`config.mk`:
```
export PLATFORM = sky130hd
export DESIGN_NAME = spi_frame_fsm
export DESIGN_NICKNAME = d
export VERILOG_FILES = /design/src/rtl/spi_frame_fsm.sv
export SDC_FILE = /design/constraint.sdc
export NUM_CORES = 1
export LEC_CHECK = 0
export CAP_MARGIN = 0
export CORE_MARGIN = 4
export CORE_UTILIZATION = 49
export CTS_CLUSTER_DIAMETER = 200
export DETAILED_ROUTE_END_ITERATION = 7
export PLACE_DENSITY = 0.75
export SLEW_MARGIN = 30
export SYNTH_ARGS = -nofsm -noshare
export SYNTH_HDL_FRONTEND = slang
export SYNTH_SLANG_ARGS = --single-unit
```
`constraint.sdc`:
```
create_clock -name clk -period 1.6 [get_ports clk]
set_input_delay 0.32 -clock clk [delete_from_list [all_inputs] [get_ports clk]]
set_output_delay 0.32 -clock clk [all_outputs]
set_load 0.005 [all_outputs]
```
`src/rtl/spi_frame_fsm.sv`:
```
// Frame-level control FSM for the SPI memory slave: sequences address capture,
// read load/shift and write commit from conditioned serial-clock edge pulses.
module spi_frame_fsm #(
    parameter int FRAME_BITS = 8,
    parameter int COUNT_W    = 4
) (
    input  logic clk,
    input  logic resetN,
    input  logic chipSelect,
    input  logic sclkPosEdge,
    input  logic sclkNegEdge,
    input  logic rwBit,
    output logic addrWe,
    output logic srWe,
    output logic dmWe,
    output logic misoBufe,
    output logic busy
);

    typedef enum logic [2:0] {
        IDLE, GET_ADDR, GOT_ADDR, READ_LOAD, READ_SHIFT, WRITE_GET, WRITE_COMMIT, DONE
    } state_t;

    localparam logic [COUNT_W-1:0] LAST = COUNT_W'(FRAME_BITS - 1);

    state_t             state;
    logic [COUNT_W-1:0] count;

    // Outputs are registered alongside the state they belong to, so each
    // output is a pure function of the state register.
    always_ff @(posedge clk) begin
        if (!resetN || chipSelect) begin
            state    <= IDLE;
            count    <= '0;
            addrWe   <= 1'b0;
            srWe     <= 1'b0;
            dmWe     <= 1'b0;
            misoBufe <= 1'b0;
            busy     <= 1'b0;
        end else begin
            addrWe <= 1'b0;
            srWe   <= 1'b0;
            dmWe   <= 1'b0;
            case (state)
                IDLE: begin
                    state <= GET_ADDR;
                    count <= '0;
                    busy  <= 1'b1;
                end
                GET_ADDR: if (sclkPosEdge) begin
                    if (count == LAST) begin
                        state  <= GOT_ADDR;
                        count  <= '0;
                        addrWe <= 1'b1;
                    end else begin
                        count <= count + 1'b1;
                    end
                end
                GOT_ADDR: begin
                    count <= '0;
                    if (rwBit) begin
                        state    <= READ_LOAD;
                        srWe     <= 1'b1;
                        misoBufe <= 1'b1;
                    end else begin
                        state <= WRITE_GET;
                    end
                end
                READ_LOAD: begin
                    state <= READ_SHIFT;
                    count <= '0;
                end
                // Read data leaves on falling edges; rising edges are ignored here.
                READ_SHIFT: if (sclkNegEdge) begin
                    if (count == LAST) begin
                        state    <= DONE;
                        misoBufe <= 1'b0;
                    end else begin
                        count <= count + 1'b1;
                    end
                end
                WRITE_GET: if (sclkPosEdge) begin
                    if (count == LAST) begin
                        state <= WRITE_COMMIT;
                        dmWe  <= 1'b1;
                    end else begin
                        count <= count + 1'b1;
                    end
                end
                WRITE_COMMIT: state <= DONE;
                DONE: ;
                default: begin
                    state    <= IDLE;
                    count    <= '0;
                    misoBufe <= 1'b0;
                    busy     <= 1'b0;
                end
            endcase
        end
    end

endmodule

```
Word-level counts from Yosys, hierarchy flattened --
Cells that the tools add are included.
Operators by class: add/subtract/negate cells 1, equality and inequality tests 14, multiplexer cells 21, bitwise operators 3, reduce and logical (&&, ||, !) cells 13
Operator list (count):
- two-way mux 3 bit | 7
- case mux 3 bit (7 select lines) | 1
- two-way mux 4 bit | 5
- case mux 4 bit (4 select lines) | 1
- != test 2 bit (second input constant) | 7
- equality test 3 bit (second input constant) | 3
- AND reduction 4 bit | 2
- AND reduction 7 bit | 1
- nonzero test 7 bit | 1
- equality test 3 x 2 -> 1 bit (second input constant) | 2
- two-way mux 1 bit | 6
- OR reduction 2 bit | 3
- adder 4 x 1 -> 4 bit (second input constant) | 1
- equality test 4 x 3 -> 1 bit (second input constant) | 1
- nonzero test 4 bit | 1
- equality test 3 x 1 -> 1 bit (second input constant) | 1
- zero test 3 bit | 1
- NOT 1 bit | 3
- OR reduction 3 bit | 1
- case mux 1 bit (2 select lines) | 1
- nonzero test 2 bit | 1
- zero test 1 bit | 1
- logical OR 1 bit | 1
Word-level totals: register bits after elaboration 12, input port bits 6, output and inout port bits 5

Longest topological paths before layout --
Gate-level depths: netlist (run 1).
word-level depth 4, depth in mapped cells 5, gate-level depth less buffers 5

Least setup slack after synthesis (run 1) --
OpenSTA, ideal clock, no wires.
path kind register to register, start register count[0], end register count[2], setup time 0.091 ns, data arrival time 1.362 ns, data required time 1.509 ns, path slack 0.147 ns, stages on the path, launching flop included 6, clock period less this slack 1.453 ns, path through dfxtp_1 ha_1 and4b_1 a221oi_4 o22ai_1 a311oi_1
Between the ends: longest elaborated chain between the ends 4, elaborated cells between the ends (all ways) 8, those cells by class 1 x add/sub; 1 x eq/ne; 6 x mux
Ends and longest elaborated chain:
- start, declared | RTL line 27 | logic [COUNT_W-1:0] count;
- start signal, assigned | RTL line 56 | count <= count + 1'b1;
- start signal, assigned | RTL line 79 | count <= count + 1'b1;
- start signal, assigned | RTL line 87 | count <= count + 1'b1;
- adder 4 x 1 -> 4 bit or equality test 4 x 3 -> 1 bit (tied branches)
- two-way mux 4 bit, on equally long branches | RTL line 75, 83, 51
- two-way mux 4 bit, on equally long branches | RTL line 82, 50, 74
- case mux 4 bit (4 select lines) (*) | RTL line 44 | case (state)
Mark *: on every way between the ends. The rest lies on a longest branch, timed or not. The select of a mux whose other input is x is not followed. A chain may end at the register's enable or synchronous reset.

Worst setup path after layout (run 1) --
start register count[1], end register count[2]
The elaborated chain is that of the path after synthesis.

==> results, run 1 <==
- Yosys printed 0 warnings.
- In this run, post-CTS hold repair placed 0 buffers.
- The worst setup path category is reg -> reg.
- The setup check on the worst reg-to-reg path leaves a slack of 120 ps.
- Entering global routing, the biggest net connects 12 pins.
- Synthesis handed over a netlist of 71 instances.
- The most common cell in the synthesized netlist is sky130_fd_sc_hd__dfxtp_1.
- The congestion estimate from routability-driven global placement came to 0.764.
- For this run, design rule violations remaining after detail routing come to 0.
- Together, buffers and inverters on the worst path number 0.
- The post-CTS setup-driven buffer insertion count is 0.
- The reported leakage power is 0.325 nW.
- The critical path data required time is 1780 ps.
- The via count of the first global-routing pass was 531.
- The floorplan die area is 0.00194 mm².
- After synthesis, the most frequently instantiated cells are sky130_fd_sc_hd__dfxtp_1, sky130_fd_sc_hd__nand2_1, sky130_fd_sc_hd__inv_1.
- The number of design-rule violations left by the first detailed-router iteration is 11.
- The endpoint identified for the worst register-to-register timing path is count[2].
- The overall routing resource usage is 0.164.
- Before antenna repair, the detailed router went through 4 iterations.
- The kind of cell with the highest combined delay along the critical path is compound AO/OA/AOI/OAI gates.
- The count of fill cells added during filler insertion is 98.
- The diode insertion count for antenna repair is 0.
- The number of routed nets with antenna violations is 0.
- The initial utilization of the core area, before any placement, comes to 0.550.
- Summed over all layers, the global routing overflow is 0.
- In this run the vertical extent of the chip is 44.0 µm.
- The final critical-path setup slack is 122 ps.
- The delay of the slowest cell on the worst path is 330 ps.
- The clock passes through at most 2 buffers.
- Data arrives at the worst endpoint at 1660 ps.
- In this run the clock root is driven by a sky130_fd_sc_hd__clkbuf_4.
- The count of cells resized by post-cts repair is 0.
- The run finished with clean final reports.
- In this run the worst path has a maximum fanout of 6.
- The number of storage elements in the synthesis netlist is 12.
- The max-slew violation total from the final report was 0.
- The maximum level of the CTS H-tree is 1.
- The wire length per cell is 12.7 µm.
- Summed over all nets, the half-perimeter wirelength after detailed placement is 1.01 mm.
- The number of sinks on the clock net is 12.
- Of all cell types, the one taking the most synthesized area is sky130_fd_sc_hd__dfxtp_1.
- The CTS tree is yes.
- For this run, the share of the core covered by cells in the final layout is 0.720.
- Counting flops with an async set or reset pin after synthesis yields a share of 0.
- The highest achievable clock rate is 676 MHz.
- The reg-to-reg startpoint is count[1].
- The first-pass GRT wire length is 2.36 mm.
- The area of the placeable core is 0.00116 mm².
- The number of clock buffers added by TritonCTS is 3.
- The count of boundary I/O pins is 11.
- In the finished design, the share of the clock period the worst path needs comes to 0.924.
- Setup repair after global routing left no endpoint under its margin.
- Among all stages on the critical path, the largest delay is contributed by sky130_fd_sc_hd__dfxtp_1.
- The startpoint of the tightest hold check path is busy.
- The number of port buffers is 10.
- After floorplanning, the core was divided into 12 placement rows.
- The number of vias in the routed layout is 591.
- The path with the worst hold slack has its endpoint at busy.
- The maximum vdd drop is 0.523 mV.
- Setup violations remaining at the end of the flow were counted as 0.
- The transition time at the pin with the least slew margin is 422 ps.
- The final number of hold-violating endpoints came to 0.
- For this run, the register share of the synthesized area comes to 0.378.
- The total length of routed wires is 1.32 mm.
- The cell depth of the worst min-delay path is 2.
- Adding up every negative setup slack in the final design gives 0 ps.
- The tightest min-delay check is of the reg -> reg type.
- For this run, the post-layout net count is 99.
- Yosys attributes the largest share of cell area to sky130_fd_sc_hd__dfxtp_1, sky130_fd_sc_hd__a221oi_4, sky130_fd_sc_hd__nand2_1, sky130_fd_sc_hd__and4b_1, sky130_fd_sc_hd__inv_1.
- The synthesized netlist occupies a cell area of 636 µm².
- The number of cells on the worst reg-to-reg path is 5.
- The initial antenna violation count is 0.
- The worst pin sits at a relative slew slack of 0.718.
- The distinct cell type count of the synthesized netlist is 32.
- The most instantiated flip-flop cell in the synthesis netlist is sky130_fd_sc_hd__dfxtp_1.
- The fraction of final layout cells sized beyond drive strength 1 is 0.189.
- On the final layout, the worst clock skew is 8.17 ps.
- The number of max-cap violations is 0.
- The worst setup path is launched from a flop.
- When the netlist entered floorplanning its net count stood at 78.
- Power spread over the standard cell area amounts to 685 mW/mm².
- The smallest clock period supported by the final layout is computed as 1480 ps.
- The portion of synthesized cell area occupied by the leading cell type is 0.378.
- At the placement stage, the worst setup path has a slack of -87.9 ps.
- The clock transition at the registers of the reported paths is 70 ps.
- Each instance of the synthesized netlist takes up on average 8.95 µm².
- The die is 44.0 µm wide.
- The growth of design area from synthesis to finish is 30.9%.
- Walking the worst path, the cells encountered are ha_2 -> and4b_1 -> a221oi_4 -> o22ai_1 -> a311oi_1.
- The worst setup path is captured at a flop.
- Dividing the detail-routed via count by the number of cells gives 5.68.
- The later pin in the worst-skew pair is clocked with a latency of 270 ps.
- The number of synthesized flops with an enable pin is 0.
## sequential cells by signal, indices dropped and copies added, names as in the netlist
signal / flops
srWe: 1
state: 3
dmWe: 1
misoBufe: 1
count: 4
addrWe: 1
busy: 1
## worst register-to-register path, delay by kind of cell, from the launching register on
family / cells / cell delay, ps
adders and majority gates: 1 / 200
and+or+nand+nor: 1 / 220
DFF: 1 / 330
AOI/OAI and AO/OA: 3 / 650
## routing by layer
metal,part of all wire,global-route usage,vias up
met5,0,0,-
met4,0.0076,0.0361,0
met3,0.044,0.0732,2
met2,0.45,0.250,8
met1,0.50,0.213,276
li1,-,-,305
## final cells by class
cell class / instances / area (µm²) / area share
repair buffers: 20 / 179 / 0.215
clock buffers: 3 / 22.5 / 0.0271
well taps: 14 / 17.5 / 0.0211
multi-input cells: 50 / 354 / 0.426
inverters: 5 / 18.8 / 0.0226
flip-flops and latches: 12 / 240 / 0.289
## cells in the final DEF, fill, tap and decap left out, types with 2 or more instances in the layout
master | netlist | final
sky130_fd_sc_hd__inv_1 | 5 | 5
sky130_fd_sc_hd__clkbuf_4 | 0 | 3
sky130_fd_sc_hd__clkdlybuf4s50_1 | 0 | 10
sky130_fd_sc_hd__nor3_1 | 2 | 2
sky130_fd_sc_hd__a221oi_1 | 2 | 2
sky130_fd_sc_hd__nand3_1 | 3 | 3
sky130_fd_sc_hd__a31oi_1 | 2 | 2
sky130_fd_sc_hd__nor2_1 | 3 | 3
sky130_fd_sc_hd__nor2b_1 | 2 | 2
sky130_fd_sc_hd__o22ai_1 | 3 | 3
sky130_fd_sc_hd__buf_4 | 0 | 9
sky130_fd_sc_hd__a21oi_1 | 2 | 2
sky130_fd_sc_hd__dfxtp_1 | 12 | 12
sky130_fd_sc_hd__nor4_1 | 3 | 3
sky130_fd_sc_hd__nand2_1 | 6 | 6
sky130_fd_sc_hd__nand2b_1 | 3 | 3
sky130_fd_sc_hd__o21ai_0 | 3 | 3
sky130_fd_sc_hd__and4b_1 | 2 | 2
## stage by stage
step,hold WS [ps],instances,power (mW),area (µm²)
after floorplan,420,71,0.358,636
after global placement,452,101,0.395,803
after detailed placement,463,101,0.396,803
after CTS,479,104,0.579,826
after global routing,523,104,0.604,832
final,472,104,0.570,832
## cell families after synthesis
logic type      synth area share
fa+ha+maj                 0.0197
compound gates             0.238
mux                       0.0157
flops                      0.378
simple gates               0.280
buf+inv                   0.0689
## power by group
part	internal (mW)	switching, mW
clock	0.0870	0.0928
sequential	0.304	0.00427
combinational	0.0458	0.0364
total	0.437	0.133
## how the worst max path moves through the flow
stage / cells after the start / end / slack [ps] / start
2_1_floorplan: 5 / count[2] / 150 / count[0]
3_3_place_gp: 6 / count[3] / -50 / sclkPosEdge
3_5_place_dp: 6 / count[3] / -90 / sclkNegEdge
4_1_cts: 6 / count[3] / 70 / count[0]
5_1_grt: 5 / count[2] / 30 / count[1]
6_report: 5 / count[2] / 120 / count[1]
Power figures use the tool's default switching activity.
==> run 2, diff against run 1 <==
--- a/config.mk
+++ b/config.mk
@@ -5,12 +5,13 @@
 export SDC_FILE = /design/constraint.sdc
 export NUM_CORES = 1
 export LEC_CHECK = 0
+export ABC_AREA = 1
 export CAP_MARGIN = 0
 export CORE_MARGIN = 4
-export CORE_UTILIZATION = 49
+export CORE_UTILIZATION = 44
 export CTS_CLUSTER_DIAMETER = 200
 export DETAILED_ROUTE_END_ITERATION = 7
-export PLACE_DENSITY = 0.75
+export PLACE_DENSITY = 0.71
 export SLEW_MARGIN = 30
 export SYNTH_ARGS = -nofsm -noshare
 export SYNTH_HDL_FRONTEND = slang
==> constraint.sdc (replaced) <==
create_clock -name clk -period 1.3 [get_ports clk]
set_input_delay 0.26 -clock clk [delete_from_list [all_inputs] [get_ports clk]]
set_output_delay 0.26 -clock clk [all_outputs]
set_load 0.005 [all_outputs]
==> run 2 against run 1 <==
Effect of this change: sequential share of layout area fell by 1.3 points; largest power group unchanged; combinational power increased by 33%; wire length increased by 9.8%; sequential power increased by 25%; clock-buffer cell count did not move; non-clock buffer count is 1 higher; register-to-register slack worse by 30 ps; critical path depth up 2; synthesized cell count rose by 39%; final area grew 6.3%; worst setup slack worse by 30 ps; area after synthesis is 2.2% higher.
==> results, run 2 <==
- The final number of hold-violating endpoints was 0 (unchanged).
- The number of setup violations in the final report is 0 (unchanged).
- The via count of the first global-routing pass is 564 (+6.2%).
- The height of the chip came to 46.4 µm (+5.5%).
- The transition time at the pin with the least slew margin is 254 ps (-168 ps).
- The post-layout utilization of the core was 0.655 (-0.0645).
- The library cell appearing most often on the critical path is sky130_fd_sc_hd__nand2_1.
- Traced cell by cell, the critical path runs through ha_4 -> nand3_4 -> buf_4 -> a21oi_1 -> nand2_1 -> nand2_1 -> nor2_1.
- In the final layout, the registers with the most flip-flops are count: 4 flops, state: 3 flops.
- The critical path data required time came to 1470 ps (-310 ps).
- The average cell area after synthesis was 6.56 µm² (-27%).
- The placed cell count is 133 (+32%).
- The number of nets in the finished design was 130 (+31%).
- The growth of design area from synthesis to finish is 36.2%.
- Broken down by cell family, the worst path's largest delay share belongs to flip-flops.
- In the layout the commonest cells are sky130_fd_sc_hd__nand2_1, sky130_fd_sc_hd__nor2_1, sky130_fd_sc_hd__inv_1.
- The cell sitting at the root of the clock tree is a sky130_fd_sc_hd__clkbuf_4.
- The flow ran to the end, and the final reports show no timing, DRC or antenna violations.
- The worst register-to-register path begins at count[1].
- The number of storage elements in the synthesis netlist is 12 (unchanged).
- The area of the placeable core came to 0.00135 mm² (+17%).
- The startpoint of the tightest hold check path is busy.
- The initial cell density of the core is 0.481 (-0.0688).
- The worst slew margin relative to its limit is 0.830 (+0.112).
- The post-CTS setup-driven buffer insertion count was 0 (unchanged).
- The master of the slowest instance on the critical path is sky130_fd_sc_hd__dfxtp_1.
- The clock skew is 0.863 ps (-7.30 ps).
- The total half-perimeter wirelength after legalization and detailed placement is 1.09 mm (+7.3%).
- The final clock period utilization by the worst path is 0.929 (+0.00535).
- The first-pass GRT wire length was 2.32 mm (-1.7%).
- The diode insertion count for antenna repair is 0 (unchanged).
- The standard-cell row count was 13 (+1).
- The number of design rule violations left after detail routing is 0 (unchanged).
- The number of routed nets with antenna violations is 0 (unchanged).
- The most common cell after layout, fill and taps aside is sky130_fd_sc_hd__nand2_1.
- The number of design-rule violations left by the first detailed-router iteration is 19 (+8).
- The leftover overflow at the end of global routing is 0 (unchanged).
- The maximum level of the CTS H-tree came to 1 (unchanged).
- The synthesized netlist cell count came to 99 (+39%).
- The number of flip-flops in the largest register is 4 (unchanged).
- The portion of synthesized cell area occupied by the leading cell type is 0.370 (-0.00801).
- The clock transition at the registers of the reported paths is 70 ps (about the same).
- STA classifies the critical path startpoint as a flop.
- Summed over all instances, the cell type with the most area after synthesis is sky130_fd_sc_hd__dfxtp_1.
- The worst setup path is of the reg -> reg kind.
- The synthesized net count is 106 (+36%).
- The count of boundary I/O pins was 11 (unchanged).
- The number of synthesized flops with an enable pin is 0 (unchanged).
- The wire length per cell was 10.7 µm (-16%).
- The distinct cell type count of the synthesized netlist is 19 (-41%).
- The total length of routed wires is 1.45 mm (+9.8%).
- The share of synthesized flip-flops with an asynchronous set or reset is 0 (unchanged).
- By instance count, the leading cell after synthesis is sky130_fd_sc_hd__nand2_1.
- The number of vias in the routed layout was 672 (+14%).
- By count the netlist is led by sky130_fd_sc_hd__nand2_1, sky130_fd_sc_hd__inv_1, sky130_fd_sc_hd__nor2_1.
- The total power density per cell area is 812 mW/mm² (+19%).
- The highest achievable clock rate came to 828 MHz (+22%).
- Sorting the synthesized cells by area gives the leading types as sky130_fd_sc_hd__dfxtp_1, sky130_fd_sc_hd__nand2_1, sky130_fd_sc_hd__inv_1, sky130_fd_sc_hd__nor2_1, sky130_fd_sc_hd__a21oi_1.
- The floorplan die area was 0.00215 mm² (+11%).
- The yosys synthesis warning count was 0 (unchanged).
- The number of buffers on the longest clock path is 2 (unchanged).
- The worst setup path is captured at a flop.
- The filler-free cell count of the finished design was 136 (+31%).
- The clock latency at the later pin of the worst-skew pair is 270 ps (about the same).
- The count of TritonRoute iterations in the first routing pass is 4 (unchanged).
- The number of port buffers is 10 (unchanged).
- The cell area after synthesis is 649 µm² (+2.2%).
- The data arrival time of the critical path came to 1380 ps (-280 ps).
- The die extent in x is 46.4 µm (+5.5%).
- The number of max-cap violations came to 0 (unchanged).
- For this run, the leading register cell type out of synthesis is sky130_fd_sc_hd__dfxtp_1.
- The initial antenna violation count is 0 (unchanged).
- The final total negative setup slack came to 0 ps (unchanged).
- The overall routing resource usage is 0.156 (-0.00818).
- The critical path starts at count[1].
- The number of buffers added by the clock tree synthesis step was 3 (unchanged).
- The maximum vdd drop was 0.402 mV (-23%).
- The worst-path maximum fanout came to 5 (-1).
- TritonCTS built the clock tree.
- The delay of the slowest cell on the worst path is 370 ps (+40 ps).
- The register with the most flip-flops is count.
- The maximum number of pins on one net before global-route repair is 9 (-3).
- The final critical-path required period is 1210 ps (-270 ps).
- The classification of the worst-slack hold path is reg -> reg.
- The fraction of final layout cells sized beyond drive strength 1 is 0.248 (+0.0590).
- The reported leakage power came to 0.429 nW (+32%).
- The total chip power came to 0.719 mW (+26%).
- The number of sinks on the clock net is 12 (unchanged).
- The worst path buffer plus inverter count is 1 (+1).
- The via density per instance is 4.94 (-13%).
- The routability-driven placement congestion ratio is 0.802 (+4.9%).
- The share of synthesized area occupied by flip-flops and latches is 0.370 (-0.00801).
- The max-slew violation total from the final report was 0 (unchanged).
## run 2: cell types whose count changed after synthesis, moves of 3 or more
cell and delta:
sky130_fd_sc_hd__o21ai_0 -3, sky130_fd_sc_hd__a21oi_1 +7, sky130_fd_sc_hd__o22ai_1 -3, sky130_fd_sc_hd__inv_2 +3, sky130_fd_sc_hd__nand2_2 +4, sky130_fd_sc_hd__nand2b_1 -3, sky130_fd_sc_hd__inv_1 +8, sky130_fd_sc_hd__nor2_1 +10
sky130_fd_sc_hd__nor4_1 -3, sky130_fd_sc_hd__nand4_1 +4, sky130_fd_sc_hd__nand2_1 +20
## run 2: final cells by class
class | count | area (µm²)
sequential | 12 | 244
tap | 15 | 18.8
inverter | 16 | 60.1
fill | 117 | 465
multi-input combinational | 69 | 363
timing repair buffer | 21 | 176
clock buffer | 3 | 22.5
## run 2: logic make-up after synthesis
group           share of synthesized area
compound gates                      0.102
fa+ha+maj                          0.0193
buf+inv                             0.121
flops                               0.370
simple gates                        0.387
## run 2: per-stage QoR
step	worst slack, ps	hold slack [ps]	area, µm²
after floorplan	50.2	403	649
after global placement	-82.3	470	832
after detailed placement	-89.9	477	832
after CTS	37.5	500	853
after global routing	-11.8	524	885
final	91.8	488	885
## run 2: power by group
group	switching (mW)	internal [mW]	leakage (nW)	total, mW
clock	0.117	0.107	0.0138	0.224
sequential	0.0100	0.376	0.0985	0.386
combinational	0.0557	0.0534	0.316	0.109
total	0.182	0.536	0.429	0.719
## run 2: worst register-to-register path, stage by stage (launching register included)
cell and delay (ps):
sky130_fd_sc_hd__dfxtp_1 370, sky130_fd_sc_hd__ha_4 160, sky130_fd_sc_hd__nand3_4 90, sky130_fd_sc_hd__buf_4 150, sky130_fd_sc_hd__a21oi_1 130, sky130_fd_sc_hd__nand2_1 70, sky130_fd_sc_hd__nand2_1 80, sky130_fd_sc_hd__nor2_1 50
## run 2: routing by layer
| metal | GRT usage | share of wire |
|---|---|---|
| met5 | 0 | 0 |
| met4 | 0.102 | 0.039 |
| met3 | 0.0469 | 0.060 |
| met2 | 0.234 | 0.44 |
| met1 | 0.190 | 0.46 |
## run 2: final timing paths
kind | end | slack, ps | cells past startpoint
setup / recovery | count[1] | 90 | 7
hold / removal | busy | 490 | 2
setup reg to reg | count[1] | 90 | 7
hold reg to reg | busy | 490 | 2
## run 2: timing repair
item / CTS / global route
setup endpoints to repair: 7 / 6
hold buffers: 0 / 0
gates cloned: 0 / 0
resized for setup: 6 / 8
pin swaps: 0 / 1
==> run 3, diff against run 2 <==
--- a/config.mk
+++ b/config.mk
@@ -6,13 +6,14 @@
 export NUM_CORES = 1
 export LEC_CHECK = 0
 export ABC_AREA = 1
-export CAP_MARGIN = 0
+export CELL_PAD_IN_SITES_DETAIL_PLACEMENT = 0
+export CELL_PAD_IN_SITES_GLOBAL_PLACEMENT = 1
 export CORE_MARGIN = 4
-export CORE_UTILIZATION = 44
+export CORE_UTILIZATION = 31
 export CTS_CLUSTER_DIAMETER = 200
 export DETAILED_ROUTE_END_ITERATION = 7
-export PLACE_DENSITY = 0.71
-export SLEW_MARGIN = 30
+export PLACE_DENSITY_LB_ADDON = 0.1
+export SLEW_MARGIN = 10
 export SYNTH_ARGS = -nofsm -noshare
 export SYNTH_HDL_FRONTEND = slang
 export SYNTH_SLANG_ARGS = --single-unit
==> run 3 against run 2 <==
Effect of this change: worst hold slack worse by 21 ps; critical path depth stayed put; critical path type unchanged; fmax is 0.72% lower; first-iteration DRC count is 21% higher; sequential cell count stayed put; clock-buffer cell count stayed put; power is 1.1% higher; non-clock buffer count is 1 higher; worst setup slack worse by 8.8 ps.
==> results, run 3 (synthesis gave the netlist of run 2 again) <==
- The clock skew was 1.08 ps (+0.213 ps).
- The worst register-to-register path begins at count[0].
- The post-layout utilization of the core is 0.458 (-0.197).
- The number of nets in the finished design was 131 (+0.77%).
- The register-to-register path setup slack is 80 ps (about the same).
- The count of fill cells added during filler insertion is 211 (+80%).
- The number of design rule violations left after detail routing is 0 (unchanged).
- Traced cell by cell, the critical path runs through ha_4 -> nand3_4 -> buf_4 -> a21oi_2 -> nand2_1 -> nand2_1 -> nor2_1.
- The final clock period utilization by the worst path is 0.936 (+0.00678).
- The number of cells on the worst reg-to-reg path came to 7 (unchanged).
- The total length of routed wires is 1.55 mm (+7.1%).
- The root buffer cell is sky130_fd_sc_hd__clkbuf_4.
- The worst setup path category is reg -> reg.
- The number of design-rule violations left by the first detailed-router iteration is 23 (+4).
- In this run the worst hold path is classified as reg -> reg.
- The initial cell density of the core was 0.328 (-0.153).
- The dominant delay contributor by cell family on the critical path is flip-flops.
- The standard-cell row count is 16 (+3).
- The fraction of final layout cells sized beyond drive strength 1 was 0.279 (+0.0308).
- The delay of the slowest cell on the worst path is 370 ps (about the same).
- STA classifies the critical path endpoint as a flop.
- The register with the most flip-flops is count.
- The floorplan die area is 0.00289 mm² (+34%).
- The overall routing resource usage is 0.129 (-0.0269).
- The height of the chip is 53.8 µm (+16%).
- The total power density per cell area is 800 mW/mm² (-1.6%).
- The clock transition at the registers of the reported paths is 70 ps (about the same).
- The number of buffers on the longest clock path was 2 (unchanged).
- The data arrival time of the critical path is 1380 ps (about the same).
- The final number of hold-violating endpoints is 0 (unchanged).
- The number of max-cap violations was 0 (unchanged).
- The clock latency at the later pin of the worst-skew pair was 270 ps (about the same).
- In the layout the commonest cells are sky130_fd_sc_hd__nand2_1, sky130_fd_sc_hd__nor2_1, sky130_fd_sc_hd__inv_1.
- The highest achievable clock rate is 822 MHz (-0.72%).
- The flip-flop and latch area is 246 µm² (+1.0%).
- The first-pass GRT wire length is 2.62 mm (+13%).
- The initial antenna violation count was 0 (unchanged).
- The count of boundary I/O pins is 11 (unchanged).
- The library cell appearing most often on the critical path is sky130_fd_sc_hd__nand2_1.
- The worst-path maximum fanout is 5 (unchanged).
- The maximum number of pins on one net before global-route repair is 9 (unchanged).
- The die extent in x is 53.8 µm (+16%).
- The wire length per cell is 10.4 µm (-2.2%).
- The maximum vdd drop came to 0.370 mV (-8.0%).
- The transition time at the pin with the least slew margin is 267 ps (+13.5 ps).
- The critical path data required time is 1470 ps (about the same).
- The max-slew violation total from the final report is 0 (unchanged).
- The diode insertion count for antenna repair is 0 (unchanged).
- TritonCTS built the clock tree.
- The area taken by multi-input logic gates was 362 µm² (-0.34%).
- The final total negative setup slack is 0 ps (unchanged).
- The post-CTS setup-driven buffer insertion count is 0 (unchanged).
- The final critical-path required period is 1220 ps (+8.82 ps).
- In the final layout, the registers with the most flip-flops are count: 4 flops, state: 3 flops.
- The number of routed nets with antenna violations is 0 (unchanged).
- The library cell used most frequently in the layout, excluding fill and tap cells, is sky130_fd_sc_hd__nand2_1.
- The number of setup violations in the final report was 0 (unchanged).
- The number of port buffers is 10 (unchanged).
- The count of TritonRoute iterations in the first routing pass is 4 (unchanged).
- The smallest hold slack came to 466 ps (-21.5 ps).
- The routability-driven placement congestion ratio is 0.800 (-0.21%).
- The via density per instance is 4.58 (-7.2%).
- The via count of the first global-routing pass is 623 (+10%).
- The number of sinks on the clock net is 12 (unchanged).
- The growth of design area from synthesis to finish is 39.9%.
- The total half-perimeter wirelength after legalization and detailed placement is 1.17 mm (+7.9%).
- The startpoint of the tightest hold check path is busy.
- The number of vias in the routed layout is 683 (+1.6%).
- The cell depth of the worst min-delay path is 2 (unchanged).
- The startpoint kind of the worst setup timing path is a flop.
- The worst hold path endpoint is busy.
- The largest individual stage delay along the critical path comes from the cell sky130_fd_sc_hd__dfxtp_2.
- The number of flip-flops in the largest register came to 4 (unchanged).
- The number of buffers added by the clock tree synthesis step came to 3 (unchanged).
- The reported leakage power is 0.435 nW (+1.4%).
- The hold buffer count at CTS came to 0 (unchanged).
- The area of the placeable core is 0.00198 mm² (+47%).
- The leftover overflow at the end of global routing is 0 (unchanged).
- The flow ran to the end, and the final reports show no timing, DRC or antenna violations.
- The worst path buffer plus inverter count came to 1 (unchanged).
- The worst slew margin relative to its limit was 0.822 (-0.00894).
- The capture point of the worst reg-to-reg path is count[1].
- The maximum level of the CTS H-tree came to 1 (unchanged).
-- run 3: area by class of cell --
cell class	instances	area share
sequential	12	0.271
tap	27	0.0372
inverter	16	0.0661
timing repair buffer	22	0.202
clock buffer	3	0.0248
multi-input combinational	69	0.398
-- run 3: worst max path at each step --
stage / to / depth (start not counted) / start
2_1_floorplan: count[1] / 8 / count[0]
3_3_place_gp: count[1] / 8 / sclkNegEdge
3_5_place_dp: count[2] / 8 / sclkPosEdge
4_1_cts: count[1] / 8 / count[0]
5_1_grt: count[1] / 7 / count[0]
6_report: count[1] / 7 / count[0]
-- run 3: stage by stage --
| stage | setup WS [ps] | total power [mW] | cell area [µm²] | std cells |
|---|---|---|---|---|
| after detailed placement | -82.3 | 0.505 | 855 | 146 |
| after floorplan | 50.2 | 0.457 | 649 | 99 |
| final | 83.0 | 0.726 | 908 | 149 |
| after CTS | 22.2 | 0.735 | 881 | 149 |
| after global placement | -76.1 | 0.506 | 855 | 146 |
| after global routing | -15.1 | 0.769 | 908 | 149 |
-- run 3: worst reg2reg max path, cell delays in order, from the launching register on --
cell and delay (ps):
sky130_fd_sc_hd__dfxtp_2 370, sky130_fd_sc_hd__ha_4 160, sky130_fd_sc_hd__nand3_4 100, sky130_fd_sc_hd__buf_4 160, sky130_fd_sc_hd__a21oi_2 120, sky130_fd_sc_hd__nand2_1 60
sky130_fd_sc_hd__nand2_1 90, sky130_fd_sc_hd__nor2_1 50
-- run 3: layer usage --
layer	GRT usage	wire length, µm	vias to the layer above
met2	0.185	656	25
met1	0.174	767	293
met4	0.0766	21	0
met5	0	0	-
li1	-	-	361
met3	0.0277	107	4
-- run 3: repair_timing --
| item | in CTS | in global routing |
|---|---|---|
| setup endpoints to repair | 11 | 6 |
| pin swaps | 1 | 2 |
| resized for setup | 9 | 7 |
| hold endpoints to repair | 0 | 0 |
-- run 3: where the power goes --
part | leakage, nW | switching [mW] | internal, mW | total [mW]
Sequential | 0.0996 | 0.0102 | 0.376 | 0.386
Combinational | 0.322 | 0.0567 | 0.0559 | 0.113
Clock | 0.0138 | 0.121 | 0.107 | 0.228
